[src/rtl/note_seq_pkg.sv]
// Shared constants, state encodings and the FIFO entry layout for the
// UART note sequencer.
package note_seq_pkg;

  localparam logic [7:0] SYNC_BYTE  = 8'hA5;
  localparam logic [7:0] FLUSH_NOTE = 8'hFF;
  localparam logic [7:0] SUM_SALT   = 8'h5A;

  // Parser states
  localparam logic [1:0] P_SYNC = 2'd0;
  localparam logic [1:0] P_NOTE = 2'd1;
  localparam logic [1:0] P_TIME = 2'd2;
  localparam logic [1:0] P_SUM  = 2'd3;

  // Dispatcher states
  localparam logic [1:0] D_IDLE = 2'd0;
  localparam logic [1:0] D_REQ  = 2'd1;
  localparam logic [1:0] D_PLAY = 2'd2;

  typedef struct packed {
    logic [7:0] note;
    logic [7:0] dur;
  } note_entry_t;

  function automatic logic [7:0] frame_sum(input logic [7:0] note, input logic [7:0] dur);
    return note ^ dur ^ SUM_SALT;
  endfunction

endpackage

[src/rtl/note_fifo.sv]
// Synchronous FIFO of queued {note, duration} entries. Flush empties the
// FIFO on the next cycle and wins over any simultaneous push or pop; a push
// while full is only accepted when a pop frees the slot in the same cycle.
module note_fifo #(
  parameter int DEPTH = 8,
  parameter int WIDTH = 16
) (
  input  logic                     clk_in,
  input  logic                     rst_n_in,
  input  logic                     push,
  input  logic                     pop,
  input  logic                     flush,
  input  logic [WIDTH-1:0]         wr_data,
  output logic [WIDTH-1:0]         rd_data,
  output logic                     full,
  output logic                     empty,
  output logic [$clog2(DEPTH):0]   level
);

  localparam int AW = $clog2(DEPTH);

  logic [WIDTH-1:0] mem_q [DEPTH];
  logic [WIDTH-1:0] mem_d [DEPTH];
  logic [AW-1:0]    wr_ptr_q, wr_ptr_d;
  logic [AW-1:0]    rd_ptr_q, rd_ptr_d;
  logic [AW:0]      level_q, level_d;
  logic             do_push, do_pop;

  assign full    = (level_q == (AW+1)'(DEPTH));
  assign empty   = (level_q == '0);
  assign level   = level_q;
  assign rd_data = mem_q[rd_ptr_q];
  assign do_push = push && (!full || pop);
  assign do_pop  = pop && !empty;

  // Pointer and level bookkeeping; pointers wrap naturally at DEPTH
  always_comb begin
    wr_ptr_d = wr_ptr_q;
    rd_ptr_d = rd_ptr_q;
    level_d  = level_q;
    if (flush) begin
      wr_ptr_d = '0;
      rd_ptr_d = '0;
      level_d  = '0;
    end else begin
      if (do_push) wr_ptr_d = wr_ptr_q + 1'b1;
      if (do_pop)  rd_ptr_d = rd_ptr_q + 1'b1;
      if (do_push && !do_pop)      level_d = level_q + 1'b1;
      else if (!do_push && do_pop) level_d = level_q - 1'b1;
    end
  end

  // Storage write; contents need no reset because level gates every read
  always_comb begin
    mem_d = mem_q;
    if (do_push && !flush) mem_d[wr_ptr_q] = wr_data;
  end

  // Storage register
  always_ff @(posedge clk_in) begin
    mem_q <= mem_d;
  end

  // Control registers
  always_ff @(posedge clk_in or negedge rst_n_in) begin
    if (!rst_n_in) begin
      wr_ptr_q <= '0;
      rd_ptr_q <= '0;
      level_q  <= '0;
    end else begin
      wr_ptr_q <= wr_ptr_d;
      rd_ptr_q <= rd_ptr_d;
      level_q  <= level_d;
    end
  end

endmodule

[src/rtl/uart_note_sequencer.sv]
// UART note sequencer: parses SYNC/NOTE/TIME[/SUM] frames from the UART
// byte stream, queues notes in a FIFO and hands them to the beeper player
// over its en/music_busy handshake.
// Define NOTE_SEQ_CHECKSUM_EN for 4-byte frames with a checked SUM byte;
// without it frames are 3 bytes and frame_err only reports timeouts.
module uart_note_sequencer
  import note_seq_pkg::*;
#(
  parameter int DEPTH      = 8,
  parameter int CLK_PER_MS = 12000,
  parameter int TIMEOUT_MS = 20
) (
  input  logic                   clk_in,
  input  logic                   rst_n_in,
  input  logic [7:0]             rx_data,
  input  logic                   rx_valid,
  input  logic                   music_busy,
  output logic                   en,
  output logic [7:0]             music_note,
  output logic [7:0]             music_time,
  output logic [$clog2(DEPTH):0] fifo_level,
  output logic                   frame_err,
  output logic                   overflow
);

  localparam int PW = (CLK_PER_MS > 1) ? $clog2(CLK_PER_MS) : 1;
  localparam int MW = $clog2(TIMEOUT_MS + 1);

  logic [1:0]    p_state_q, p_state_d;
  logic [7:0]    note_q, note_d;
`ifdef NOTE_SEQ_CHECKSUM_EN
  logic [7:0]    time_q, time_d;
`endif
  logic [PW-1:0] presc_q, presc_d;
  logic [MW-1:0] ms_q, ms_d;
  logic          frame_err_q, frame_err_d;
  logic          overflow_q, overflow_d;
  logic          timeout;
  logic          frame_done;
  logic [7:0]    frame_time;
  logic          push_req, flush_req;

  logic [1:0]    d_state_q, d_state_d;
  logic          en_q, en_d;
  logic [7:0]    music_note_q, music_note_d;
  logic [7:0]    music_time_q, music_time_d;
  logic          pop_req;

  logic          fifo_full, fifo_empty;
  note_entry_t   head_entry;
  note_entry_t   push_entry;

  assign push_entry = '{note: note_q, dur: frame_time};

  note_fifo #(
    .DEPTH (DEPTH),
    .WIDTH (16)
  ) u_fifo (
    .clk_in   (clk_in),
    .rst_n_in (rst_n_in),
    .push     (push_req),
    .pop      (pop_req),
    .flush    (flush_req),
    .wr_data  (push_entry),
    .rd_data  (head_entry),
    .full     (fifo_full),
    .empty    (fifo_empty),
    .level    (fifo_level)
  );

  // Inter-byte timer: ms prescaler plus ms count, cleared by every byte and held idle while hunting for sync
  always_comb begin
    presc_d = presc_q;
    ms_d    = ms_q;
    if (rx_valid || p_state_q == P_SYNC) begin
      presc_d = '0;
      ms_d    = '0;
    end else if (presc_q == PW'(CLK_PER_MS - 1)) begin
      presc_d = '0;
      ms_d    = ms_q + 1'b1;
    end else begin
      presc_d = presc_q + 1'b1;
    end
  end

  assign timeout = (p_state_q != P_SYNC) && !rx_valid &&
                   (presc_q == PW'(CLK_PER_MS - 1)) && (ms_q == MW'(TIMEOUT_MS - 1));

  // Frame parser: push/flush are issued on the final byte so the FIFO updates on the next edge
  always_comb begin
    p_state_d   = p_state_q;
    note_d      = note_q;
`ifdef NOTE_SEQ_CHECKSUM_EN
    time_d      = time_q;
`endif
    frame_err_d = 1'b0;
    frame_done  = 1'b0;
    frame_time  = rx_data;
    if (rx_valid) begin
      case (p_state_q)
        P_SYNC: if (rx_data == SYNC_BYTE) p_state_d = P_NOTE;
        P_NOTE: begin
          note_d    = rx_data;
          p_state_d = P_TIME;
        end
`ifdef NOTE_SEQ_CHECKSUM_EN
        P_TIME: begin
          time_d    = rx_data;
          p_state_d = P_SUM;
        end
        P_SUM: begin
          p_state_d  = P_SYNC;
          frame_time = time_q;
          if (rx_data == frame_sum(note_q, time_q)) frame_done  = 1'b1;
          else                                      frame_err_d = 1'b1;
        end
`else
        P_TIME: begin
          p_state_d  = P_SYNC;
          frame_done = 1'b1;
        end
`endif
        default: p_state_d = P_SYNC;
      endcase
    end else if (timeout) begin
      frame_err_d = 1'b1;
      p_state_d   = P_SYNC;
    end
  end

  assign flush_req  = frame_done && (note_q == FLUSH_NOTE);
  assign push_req   = frame_done && (note_q != FLUSH_NOTE);
  assign overflow_d = push_req && fifo_full && !pop_req;

  // Dispatcher: pop the head when the player is free, hold en until busy is seen, then wait for the note to end
  always_comb begin
    d_state_d    = d_state_q;
    en_d         = en_q;
    music_note_d = music_note_q;
    music_time_d = music_time_q;
    pop_req      = 1'b0;
    case (d_state_q)
      D_IDLE: begin
        if (!fifo_empty && !music_busy) begin
          pop_req      = 1'b1;
          music_note_d = head_entry.note;
          music_time_d = head_entry.dur;
          en_d         = 1'b1;
          d_state_d    = D_REQ;
        end
      end
      D_REQ: begin
        if (music_busy) begin
          en_d      = 1'b0;
          d_state_d = D_PLAY;
        end
      end
      D_PLAY: if (!music_busy) d_state_d = D_IDLE;
      default: begin
        en_d      = 1'b0;
        d_state_d = D_IDLE;
      end
    endcase
  end

  // State registers for parser, timer and dispatcher
  always_ff @(posedge clk_in or negedge rst_n_in) begin
    if (!rst_n_in) begin
      p_state_q    <= P_SYNC;
      note_q       <= '0;
`ifdef NOTE_SEQ_CHECKSUM_EN
      time_q       <= '0;
`endif
      presc_q      <= '0;
      ms_q         <= '0;
      frame_err_q  <= 1'b0;
      overflow_q   <= 1'b0;
      d_state_q    <= D_IDLE;
      en_q         <= 1'b0;
      music_note_q <= '0;
      music_time_q <= '0;
    end else begin
      p_state_q    <= p_state_d;
      note_q       <= note_d;
`ifdef NOTE_SEQ_CHECKSUM_EN
      time_q       <= time_d;
`endif
      presc_q      <= presc_d;
      ms_q         <= ms_d;
      frame_err_q  <= frame_err_d;
      overflow_q   <= overflow_d;
      d_state_q    <= d_state_d;
      en_q         <= en_d;
      music_note_q <= music_note_d;
      music_time_q <= music_time_d;
    end
  end

  assign en         = en_q;
  assign music_note = music_note_q;
  assign music_time = music_time_q;
  assign frame_err  = frame_err_q;
  assign overflow   = overflow_q;

endmodule

[config.mk]
export PLATFORM = sky130hd
export DESIGN_NAME = uart_note_sequencer
export DESIGN_NICKNAME = d
export VERILOG_FILES = /design/src/rtl/note_seq_pkg.sv /design/src/rtl/note_fifo.sv /design/src/rtl/uart_note_sequencer.sv
export SDC_FILE = /design/constraint.sdc
export NUM_CORES = 1
export LEC_CHECK = 0
export ABC_AREA = 1
export CAP_MARGIN = 20
export CELL_PAD_IN_SITES_DETAIL_PLACEMENT = 1
export CELL_PAD_IN_SITES_GLOBAL_PLACEMENT = 1
export CORE_AREA = 2 2 130 132
export DETAILED_ROUTE_END_ITERATION = 7
export DIE_AREA = 0 0 132 134
export HOLD_SLACK_MARGIN = 0.03
export PLACE_DENSITY = 0.83
export SLEW_MARGIN = 20
export SYNTH_ARGS = -nofsm -noshare
export SYNTH_HDL_FRONTEND = slang
export SYNTH_SLANG_ARGS = --single-unit
export TNS_END_PERCENT = 5
[constraint.sdc]
create_clock -name clk_in -period 2.7 [get_ports clk_in]
set_input_delay 0.27 -clock clk_in [delete_from_list [all_inputs] [get_ports clk_in]]
set_output_delay 0.27 -clock clk_in [all_outputs]
set_load 0.02 [all_outputs]
=== Yosys cells after proc, flatten, opt, wreduce, memory -nomap -nowiden ===
Index checks and enable logic that the tools add are counted.

* Register bits after elaboration: 188
* Bits in latches: 0
* Bits in writable memories: 0
* Memory bits (read-only): 0
* Input port bits: 12
* Memories: 0

* Add/sub/neg operators: 6
* Multipliers: 0
* Div/mod/pow operators: 0
* Magnitude comparators: 3
* Eq/ne operators: 14
* Shift-type cells: 0
* Muxes and demuxes: 34
* Bitwise gates (word level): 3
* Reductions and logical operators: 38

{| class="wikitable"
|+ Operators with widths
! kind !! number
|-
| $bwmux W128 || 1
|-
| $bmux W16 S3 || 1
|-
| $demux W16 S3 || 1
|-
| $mux W16 || 3
|-
| $mux W14 || 2
|-
| $eq A8 B8 Y1 const B || 2
|-
| $add A14 B1 Y14 const B || 1
|-
| $eq A14 B14 Y1 const B || 1
|-
| $logic_and A1 B1 Y1 || 14
|-
| $mux W2 || 6
|-
| $mux W3 || 4
|-
| $mux W4 || 3
|-
| $mux W5 || 2
|-
| $reduce_bool A2 Y1 || 5
|-
| $ge A4 B4 Y1 const B || 2
|-
| $logic_not A1 Y1 || 8
|-
| $mux W1 || 8
|-
| $ne A8 B8 Y1 const B || 1
|-
| $not A3 Y4 || 2
|-
| $add A3 B1 Y3 const B || 2
|-
| $ne A2 B2 Y1 const B || 3
|-
| $pmux W2 S3 || 1
|-
| $reduce_and A2 Y1 || 3
|-
| $reduce_and A3 Y1 || 2
|-
| other kinds (16) || 20
|}

=== Depth between registers and ports, before layout ===
Gate-level depths: netlist of the first run.

* Depth in word-level cells: 12
* Depth in mapped cells: 14

=== Modules after synthesis ===
A second synthesis of the first run with hierarchy kept.

* Cells, all modules: 722
* Area total of the unflattened synthesis: 7,930.1 um^2

{| class="wikitable"
|+ By module, submodules not included
! module !! instances !! cells an instance !! area each (um^2) !! sequential area each (um^2)
|-
| note_fifo || 1 || 458 || 5,708.0 || 4,093.9
|-
| uart_note_sequencer || 1 || 264 || 2,222.1 || 1,251.2
|}

=== Least setup slack after synthesis of the first run ===
No wires, ideal clock.

* Path kind: register -> register
* Start: register note_q[1]
* End: register u_fifo.mem_q[112] (netlist name), enable pin
* Arrival time: 1,766 ps
* Data required time: 2,312 ps
* Setup slack: 546 ps
* Stages on the path, launching flop included: 8
* Cells stage by stage: dfrtp_1 -> nand2_1 -> nor2_1 -> nand2_1 -> nand2_2 -> nor2_4 -> nand2_1 -> nor2_1

* Longest elaborated chain between the ends: 4
* Elaborated cells on any way between the ends: 7
* Those cells by class: eq/ne: 2; reduce/logical: 5

{| class="wikitable"
|+ RTL lines
! what !! RTL line !! RTL
|-
| start: declaration || uart_note_sequencer.sv:30 || <nowiki>logic [7:0] note_q, note_d;</nowiki>
|-
| start signal: assignment || uart_note_sequencer.sv:184 || <nowiki>note_q <= note_d;</nowiki>
|-
| $ne A8 B8 Y1 or $eq A8 B8 Y1 (tied branches) || uart_note_sequencer.sv:132, uart_note_sequencer.sv:131 ||
|-
| $logic_and A1 B1 Y1, on equally long branches || uart_note_sequencer.sv:132, uart_note_sequencer.sv:131 ||
|-
| $logic_and A1 B1 Y1 or $logic_not A1 Y1 (tied branches) || note_fifo.sv:33, note_fifo.sv:56 ||
|-
| $logic_and A1 B1 Y1 (*) || note_fifo.sv:56 || <nowiki>if (do_push && !flush) mem_d[wr_ptr_q] = wr_data;</nowiki>
|-
| end signal: assignment || note_fifo.sv:61 || <nowiki>mem_q <= mem_d;</nowiki>
|-
| end: declaration || note_fifo.sv:22 || <nowiki>logic [WIDTH-1:0] mem_q [DEPTH];</nowiki>
|}

Every way passes the cells marked *; elsewhere a longest branch is shown, timed or not.
A chain may end at the register's enable or synchronous reset.

=== Worst setup path after layout of the first run ===
* Start: register note_q[4]
* End: register u_fifo.level_q[3] (netlist: u_fifo.level[3])

* Longest elaborated chain between the ends: 6
* Elaborated cells on any way between the ends: 11
* Those cells by class: eq/ne: 2; mux: 2; reduce/logical: 7

{| class="wikitable"
|+ RTL lines
! what !! RTL line !! RTL
|-
| $ne A8 B8 Y1 || uart_note_sequencer.sv:132 || <nowiki>assign push_req = frame_done && (note_q != FLUSH_NOTE);</nowiki>
|-
| $logic_and A1 B1 Y1 || uart_note_sequencer.sv:132 ||
|-
| $logic_and A1 B1 Y1 || note_fifo.sv:33 || <nowiki>assign do_push = push && (!full || pop);</nowiki>
|-
| $logic_and A1 B1 Y1 or $logic_not A1 Y1 (tied branches) || note_fifo.sv:48, note_fifo.sv:49 ||
|-
| $mux W4 or $logic_and A1 B1 Y1 (tied branches) || note_fifo.sv:48, note_fifo.sv:49 ||
|-
| $mux W4 or $reduce_bool A3 Y1 (tied branches) || -- ||
|-
| end signal: assignment || note_fifo.sv:73 || <nowiki>level_q <= level_d;</nowiki>
|-
| end: declaration || note_fifo.sv:26 || <nowiki>logic [AW:0] level_q, level_d;</nowiki>
|}

Parallel ways exist; a longest one is shown, timed or not.

==> flow_summary.rst, run 1 <==
.. list-table::
   :header-rows: 1

   * - Metric
     - Value
   * - Run status
     - complete, no violations
   * - Via-per-instance ratio
     - 5.54
   * - Data arrival at the endpoint of the critical path
     - 2.77 ns
   * - Die area
     - 17700 µm²
   * - FF+latch count, synth
     - 188
   * - Worst setup endpoint
     - u_fifo.level[3]$_DFFE_PN0P_
   * - Share of final-layout standard cells stronger than drive strength 1
     - 10.4%
   * - Leakage dissipation
     - 3.44 nW
   * - Number of antenna repair diodes
     - 0
   * - Worst Reg-to-Reg Cells
     - 13
   * - Clock tree from TritonCTS
     - built
   * - Buf/Inv on CP
     - 1
   * - Die Wd
     - 132 µm
   * - Starting Density
     - 48.4%
   * - Seq pwr share
     - 41.3%
   * - Final Hold Viols
     - 0
   * - Worst path depth
     - 13
   * - H-tree levels
     - 4
   * - Most used cell, CP
     - sky130_fd_sc_hd__nand2_1
   * - Relative slew slack
     - 39.4%
   * - Maxcap violations
     - 0
   * - Area Growth Syn to Fin
     - 15.1%
   * - CTS resizes
     - 0
   * - Vias
     - 5417
   * - Post-layout utilization of the core
     - 55.6%
   * - Layout Nets
     - 764
   * - Post-synth EDFFs
     - 128
   * - Worst setup timing slack at the placement stage
     - 0.262 ns
   * - Fin crit period
     - 2.46 ns
   * - Required @ worst endpoint
     - 3.01 ns
   * - Commonest non-fill, non-tap cell in the layout
     - sky130_fd_sc_hd__nor2_1
   * - CTS Root Buffer Type
     - sky130_fd_sc_hd__clkbuf_16
   * - List of cells traversed by the critical path
     - nand2_1, nor2_1, nand2_1, nand4_4, ha_1, a21oi_1, nand2_1, nand2_1, nand2_1, inv_1, nand3_1, nand2_1, o21ai_1
   * - Final estimated routing congestion in global placement
     - 0.778
   * - Count of unresolved DRC violations after routing
     - 0
   * - First-pass GRT wire length
     - 33200 µm
   * - Reg-to-reg endpoint
     - u_fifo.level[3]$_DFFE_PN0P_
   * - Power per unit of standard cell area
     - 965 nW/µm²
   * - Post-Synthesis Cell Area
     - 7880 µm²
   * - Top cell type's share of synthesized area
     - 48.8%
   * - Detailed Route Iter0 Violations
     - 463
   * - Most frequent cells in the layout
     - sky130_fd_sc_hd__nor2_1, sky130_fd_sc_hd__edfxtp_1, sky130_fd_sc_hd__o21ai_0
   * - Fin area
     - 9060 µm²
   * - Number of synthesis warnings
     - 0
   * - Number of buffers created by CTS
     - 17
   * - Top cells by area, synth
     - sky130_fd_sc_hd__edfxtp_1, sky130_fd_sc_hd__dfrtp_1, sky130_fd_sc_hd__o21ai_0
   * - Power share of the clock group
     - 28.7%
   * - DR pass1 iterations
     - 5
   * - Proportion of power drawn by combinational gates
     - 30.0%
   * - Cell class contributing the biggest share of worst-path delay
     - simple AND/OR/NAND/NOR gates
   * - Buffers added on ports
     - 34
   * - CTS Buffer Depth
     - 2
   * - Worst Path Max Fanout
     - 10
   * - Share of synthesized registers carrying an async set or reset
     - 31.9%
   * - Largest area contributor in the netlist
     - sky130_fd_sc_hd__edfxtp_1
   * - Switching fraction of total power
     - 34.6%
   * - I/O pin cnt
     - 35
   * - Post-DR wirelength/cell
     - 21.0 µm
   * - Final period utilization
     - 91.3%
   * - Internal Pwr Total
     - 5.72 mW
   * - Type of the most critical hold path
     - flop to flop
   * - Net switching component of the power
     - 3.03 mW
   * - Sequential element share of the synthesized area
     - 67.9%
   * - Core area
     - 16300 µm²
   * - Commonest register cell after synthesis
     - sky130_fd_sc_hd__edfxtp_1
   * - Total setup violations reported at the end of the flow
     - 0
   * - Kind of launch point of the worst setup path
     - flop
   * - Die height
     - 134 µm
   * - Final antenna-violating net count
     - 0
   * - Pin count of the biggest net entering global routing
     - 66
   * - Slew at the pin with the worst max-slew slack
     - 0.910 ns
   * - CTS clock-pin slew for the worst setup and hold paths
     - 0.07 ns
   * - Average instance area after synthesis
     - 11.3 µm²
   * - Worst hold slack
     - 0.463 ns
   * - Post-route worst setup slack
     - 0.236 ns
   * - Placement Cell Area
     - 8480 µm²
   * - Via count of the first global-routing pass
     - 6130
   * - Global routing usage summed across all routing layers
     - 24.8%
   * - # clock sinks
     - 188
   * - RSZ-0062 raised after global routing
     - no
   * - GRT Residual Overflow
     - 0
   * - Endpoint class of the critical path
     - flop
   * - Synthesized net count
     - 719
   * - Worst ir drop on vdd
     - 0.000624 V
   * - Antenna violations before repair
     - 0
   * - Count of filler cells inserted in the layout
     - 1759
   * - Floorplan row count
     - 47
   * - Crit path max-delay cell type
     - sky130_fd_sc_hd__dfrtp_1
   * - Cell variety after synth
     - 39
   * - Worst reg-to-reg setup slack
     - 0.24 ns
   * - Half-perimeter wire length after placement
     - 12900 µm
   * - Worst r2r src
     - note_q[4]$_DFFE_PN0P_
   * - Delay of the slowest cell on the worst path
     - 0.54 ns
   * - Clock latency on the worst-skew pair
     - 0.43 ns
   * - Count of mapped cells out of synthesis
     - 700
   * - Number of max-slew violations in the final report
     - 0
   * - Category of the critical setup timing path
     - flop to flop
   * - Startpoint of the worst setup timing path
     - note_q[4]$_DFFE_PN0P_
   * - Sum of negative setup slack
     - 0 ns
   * - Highest clock frequency the design can meet
     - 0.406 GHz
   * - Clock skew after layout
     - 0.00998 ns
   * - Total length of routed wires
     - 20500 µm
-- Yosys cell counts (3+ instances only) --
library cell / count
sky130_fd_sc_hd__nor3_1: 5
sky130_fd_sc_hd__ha_1: 6
sky130_fd_sc_hd__nand3_1: 16
sky130_fd_sc_hd__nor2_1: 130
sky130_fd_sc_hd__edfxtp_1: 128
sky130_fd_sc_hd__o21ai_0: 106
sky130_fd_sc_hd__nor2_2: 6
sky130_fd_sc_hd__nand2_2: 5
sky130_fd_sc_hd__inv_2: 6
sky130_fd_sc_hd__o31ai_1: 3
sky130_fd_sc_hd__buf_4: 4
sky130_fd_sc_hd__a21oi_1: 10
sky130_fd_sc_hd__nand4_1: 3
sky130_fd_sc_hd__buf_2: 13
sky130_fd_sc_hd__mux2_2: 4
sky130_fd_sc_hd__clkbuf_1: 8
sky130_fd_sc_hd__o21ai_1: 16
sky130_fd_sc_hd__buf_6: 3
sky130_fd_sc_hd__dfrtp_1: 60
sky130_fd_sc_hd__xor2_1: 3
sky130_fd_sc_hd__o211ai_1: 18
sky130_fd_sc_hd__inv_1: 37
sky130_fd_sc_hd__nand2_1: 89
-- flip-flops by register name (all words and copies together), names as in the netlist, 4 cells and up --
name          flops
u_fifo.level      4
presc_q          14
music_time        8
note_q            8
ms_q              5
music_note        8
u_fifo.mem_q    128
-- power by group through the flow --
stage	Clock (mW)	Combinational [mW]	Sequential (mW)
4_1_cts	2.54	2.65	3.61
2_1_floorplan	0	1.54	3.73
3_3_place_gp	0	2.40	3.63
6_report	2.51	2.63	3.61
3_5_place_dp	0	2.58	3.66
5_1_grt	2.64	2.95	3.64
-- worst min path at each step --
stage                               from                     endpoint  slack, ns  cells after the start
finish              presc_q[0]$_DFF_PN0_         presc_q[0]$_DFF_PN0_       0.46                      1
detailed placement              rst_n_in  u_fifo.level[2]$_DFFE_PN0P_       0.44                      1
global route                  music_busy     d_state_q[1]$_DFFE_PN0P_       0.47                      2
global placement                rst_n_in  u_fifo.level[0]$_DFFE_PN0P_       0.43                      1
floorplan                       rst_n_in     d_state_q[0]$_DFFE_PN0P_      -0.03                      0
CTS                           music_busy     d_state_q[1]$_DFFE_PN0P_       0.45                      2
-- through the flow --
stage,total power [mW],cells
finish,8.75,978
global route,9.23,978
CTS,8.80,978
detailed placement,6.24,945
global placement,6.03,945
floorplan,5.26,700
-- logic make-up (layout without fill, tap and decap cells) --
kind of cell | after synthesis | in the layout | share of synthesized area [%]
flops | 188 | 188 | 67.9
buf+inv | 73 | 131 | 4.34
xor+xnor | 5 | 5 | 0.556
compound gates | 157 | 157 | 10.9
mux | 4 | 4 | 0.572
fa+ha+maj | 7 | 7 | 1.21
simple gates | 266 | 266 | 14.5
-- layout make-up --
cell class | count | area (µm²) | area share (%)
clock buffer | 23 | 458 | 5.05
clock inverter | 9 | 120 | 1.33
inverter | 44 | 168 | 1.85
multi-input combinational | 439 | 2190 | 24.2
sequential | 188 | 5350 | 59.0
tap | 220 | 275 | 3.04
timing repair buffer | 55 | 508 | 5.60
-- what timing repair did --
item,4_1_cts,5_1_grt
buffers inserted,0,0
hold buffers,1,0
endpoints found under the setup margin,0,0
endpoints found under the hold margin,31,0
-- routing by layer --
layer	vias to the layer above	part of all wire (%)	global-route usage, %
met5	-	0	0
met4	0	2.6	10.7
met3	38	3.4	4.69
met2	114	55	44.9
met1	2769	39	28.7
li1	2496	-	-
(Power assumes the default switching activity.)
==> run 2: changes to the inputs <==
Settings changed: CAP_MARGIN 20 to 15, CORE_AREA 2 2 130 132 to 2 2 128 130, DIE_AREA 0 0 132 134 to 0 0 130 132, DONT_BUFFER_PORTS from default to 1, PLACE_DENSITY 0.83 to 0.81.
==> flow_summary.rst, run 2 (synthesized netlist as in run 1, its figures left out) <==
.. list-table::
   :header-rows: 1

   * - Metric
     - Value
   * - DR pass1 iterations
     - 4 (was 5)
   * - GRT Residual Overflow
     - 0 (unchanged)
   * - Type of the most critical hold path
     - input port to flop (was flop to flop)
   * - Min-delay src
     - rx_valid (was presc_q[0]$_DFF_PN0_)
   * - Most frequent cells in the layout
     - sky130_fd_sc_hd__nor2_1, sky130_fd_sc_hd__edfxtp_1, sky130_fd_sc_hd__o21ai_0 (unchanged)
   * - Worst hold slack
     - 0.0663 ns (was 0.463 ns)
   * - Count of non-filler cells in the finished layout
     - 947 (was 978)
   * - Reg-to-reg endpoint
     - u_fifo.level[3]$_DFFE_PN0P_ (unchanged)
   * - Via count of the first global-routing pass
     - 5959 (was 6130)
   * - Leakage dissipation
     - 3.35 nW (was 3.44 nW)
   * - Highest clock frequency the design can meet
     - 0.453 GHz (was 0.406 GHz)
   * - Number of antenna repair diodes
     - 0 (unchanged)
   * - Number of max-slew violations in the final report
     - 0 (unchanged)
   * - Worst reg-to-reg setup slack
     - 0.49 ns (was 0.24 ns)
   * - Layout Nets
     - 737 (was 764)
   * - Detailed Route Iter0 Violations
     - 354 (was 463)
   * - Commonest non-fill, non-tap cell in the layout
     - sky130_fd_sc_hd__nor2_1 (unchanged)
   * - Kind of launch point of the worst setup path
     - flop (unchanged)
   * - Number of flip-flops in the largest register
     - 128 (unchanged)
   * - CTS Root Buffer Type
     - sky130_fd_sc_hd__clkbuf_16 (unchanged)
   * - Pin count of the biggest net entering global routing
     - 61 (was 66)
   * - Endpoint, Worst Hold
     - p_state_q[0]$_DFFE_PN0P_ (was presc_q[0]$_DFF_PN0_)
   * - CTS clock-pin slew for the worst setup and hold paths
     - 0.07 ns (about the same)
   * - Relative slew slack
     - 61.8% (was 39.4%)
   * - RSZ-0062 raised after global routing
     - no (unchanged)
   * - Post-CTS setup buffers
     - 0 (unchanged)
   * - Worst r2r src
     - note_q[2]$_DFFE_PN0P_ (was note_q[4]$_DFFE_PN0P_)
   * - Final estimated routing congestion in global placement
     - 0.784 (was 0.778)
   * - Starting Density
     - 50.1% (was 48.4%)
   * - Registers with the most flip-flops
     - u_fifo.mem_q (128), presc_q (14) (unchanged)
   * - Data arrival at the endpoint of the critical path
     - 2.52 ns (was 2.77 ns)
   * - Hold_buf cts
     - 12 (was 1)
   * - Startpoint of the worst setup timing path
     - note_q[2]$_DFFE_PN0P_ (was note_q[4]$_DFFE_PN0P_)
   * - Total setup violations reported at the end of the flow
     - 0 (unchanged)
   * - Die Wd
     - 130 µm (was 132 µm)
   * - Die height
     - 132 µm (was 134 µm)
   * - Core area
     - 15700 µm² (was 16300 µm²)
   * - I/O pin cnt
     - 35 (unchanged)
   * - Final Hold Viols
     - 0 (unchanged)
   * - H-tree levels
     - 4 (unchanged)
   * - Final antenna-violating net count
     - 0 (unchanged)
   * - Register cell area after layout
     - 5350 µm² (unchanged)
   * - Cell Count Post-Placement
     - 903 (was 945)
   * - # clock sinks
     - 188 (unchanged)
   * - Worst Path Max Fanout
     - 10 (unchanged)
   * - Half-perimeter wire length after placement
     - 11900 µm (was 12900 µm)
   * - Register ranked first by flip-flop count
     - u_fifo.mem_q (unchanged)
   * - Buffers added on ports
     - 0 (was 34)
   * - Category of the critical setup timing path
     - flop to flop (unchanged)
   * - Via-per-instance ratio
     - 5.68 (was 5.54)
   * - Die area
     - 17200 µm² (was 17700 µm²)
   * - Antenna violations before repair
     - 0 (unchanged)
   * - Area Growth Syn to Fin
     - 12.3% (was 15.1%)
   * - CTS resizes
     - 0 (unchanged)
   * - Sum of negative setup slack
     - 0 ns (unchanged)
   * - Total length of routed wires
     - 20400 µm (was 20500 µm)
   * - Clock latency on the worst-skew pair
     - 0.43 ns (about the same)
   * - Worst ir drop on vdd
     - 0.000601 V (was 0.000624 V)
   * - Clock tree from TritonCTS
     - built (unchanged)
   * - Floorplan row count
     - 46 (was 47)
   * - Vias
     - 5376 (was 5417)
   * - Endpoint class of the critical path
     - flop (unchanged)
   * - Required @ worst endpoint
     - 3.02 ns (was 3.01 ns)
   * - Run status
     - complete, no violations (unchanged)
   * - Global routing usage summed across all routing layers
     - 25.3% (was 24.8%)
   * - Number of buffers created by CTS
     - 17 (unchanged)
   * - Clock skew after layout
     - 0.00945 ns (was 0.00998 ns)
   * - Slew at the pin with the worst max-slew slack
     - 0.572 ns (was 0.910 ns)
   * - Share of final-layout standard cells stronger than drive strength 1
     - 10.8% (was 10.4%)
   * - CTS Buffer Depth
     - 2 (unchanged)
   * - Fin crit period
     - 2.21 ns (was 2.46 ns)
   * - Final period utilization
     - 81.7% (was 91.3%)
   * - Multi-input gate area
     - 2190 µm² (unchanged)
   * - Power per unit of standard cell area
     - 958 nW/µm² (was 965 nW/µm²)
   * - Count of filler cells inserted in the layout
     - 1648 (was 1759)
   * - Count of unresolved DRC violations after routing
     - 0 (unchanged)
   * - First-pass GRT wire length
     - 32300 µm (was 33200 µm)
   * - Post-DR wirelength/cell
     - 21.5 µm (was 21.0 µm)
   * - Worst Reg-to-Reg Cells
     - 13 (unchanged)
   * - Depth of the worst hold-timing path
     - 3 (was 1)
   * - Maxcap violations
     - 0 (unchanged)
[run 2: routing by layer]
layer  global-route usage (%)  wire, µm  share of wire, %
met1                     29.5      8170                40
met2                     44.8     10900                54
met3                     4.50       675               3.3
met4                     11.6       588               2.9
met5                        0         0                 0
[run 2: power by group]
part           total, mW  internal (mW)  switching (mW)
registers           3.77           3.33           0.441
logic               2.09          0.644            1.45
clock network       2.62           1.56            1.05
total               8.48           5.53            2.94
[run 2: per-stage QoR]
| stage | util [%] | cell area [µm²] | total power [mW] | setup WS [ns] |
|---|---|---|---|---|
| after CTS | 56.3 | 8850 | 8.53 | 0.512 |
| final | 56.3 | 8850 | 8.48 | 0.493 |
| after detailed placement | 51.5 | 8090 | 5.82 | 0.561 |
| after global routing | 56.3 | 8850 | 8.91 | 0.248 |
| after global placement | 51.5 | 8090 | 5.64 | 0.670 |
| after floorplan | - | 7880 | 5.26 | 0.546 |
[run 2: cell type report]
type | instances | area share, %
timing repair buffer | 28 | 2.91
inverter | 44 | 1.90
tap | 216 | 3.06
multi-input combinational | 439 | 24.8
clock inverter | 13 | 1.95
clock buffer | 19 | 5.01
sequential | 188 | 60.4
[run 2: worst max-delay path by stage]
stage               slack, ns  depth (start not counted)                           to
floorplan                0.55                          7  u_fifo.mem_q[112]$_DFFE_PP_
global placement         0.67                         13  u_fifo.level[3]$_DFFE_PN0P_
detailed placement       0.56                         13  u_fifo.level[3]$_DFFE_PN0P_
CTS                      0.51                          8   u_fifo.mem_q[64]$_DFFE_PP_
global route             0.25                         13  u_fifo.level[3]$_DFFE_PN0P_
finish                   0.49                         13  u_fifo.level[3]$_DFFE_PN0P_
[run 2: worst max-delay path: stages, from the launching register on]
cell and delay, ns:
sky130_fd_sc_hd__dfrtp_1 0.49, sky130_fd_sc_hd__nand2_1 0.15, sky130_fd_sc_hd__nor2_1 0.05, sky130_fd_sc_hd__nand2_1 0.19
sky130_fd_sc_hd__nand4_4 0.16, sky130_fd_sc_hd__ha_1 0.35, sky130_fd_sc_hd__a21oi_1 0.23, sky130_fd_sc_hd__nand2_1 0.09
sky130_fd_sc_hd__nand2_1 0.06, sky130_fd_sc_hd__nand2_1 0.07, sky130_fd_sc_hd__inv_1 0.06, sky130_fd_sc_hd__nand3_1 0.06
sky130_fd_sc_hd__nand2_1 0.08, sky130_fd_sc_hd__o21ai_1 0.05
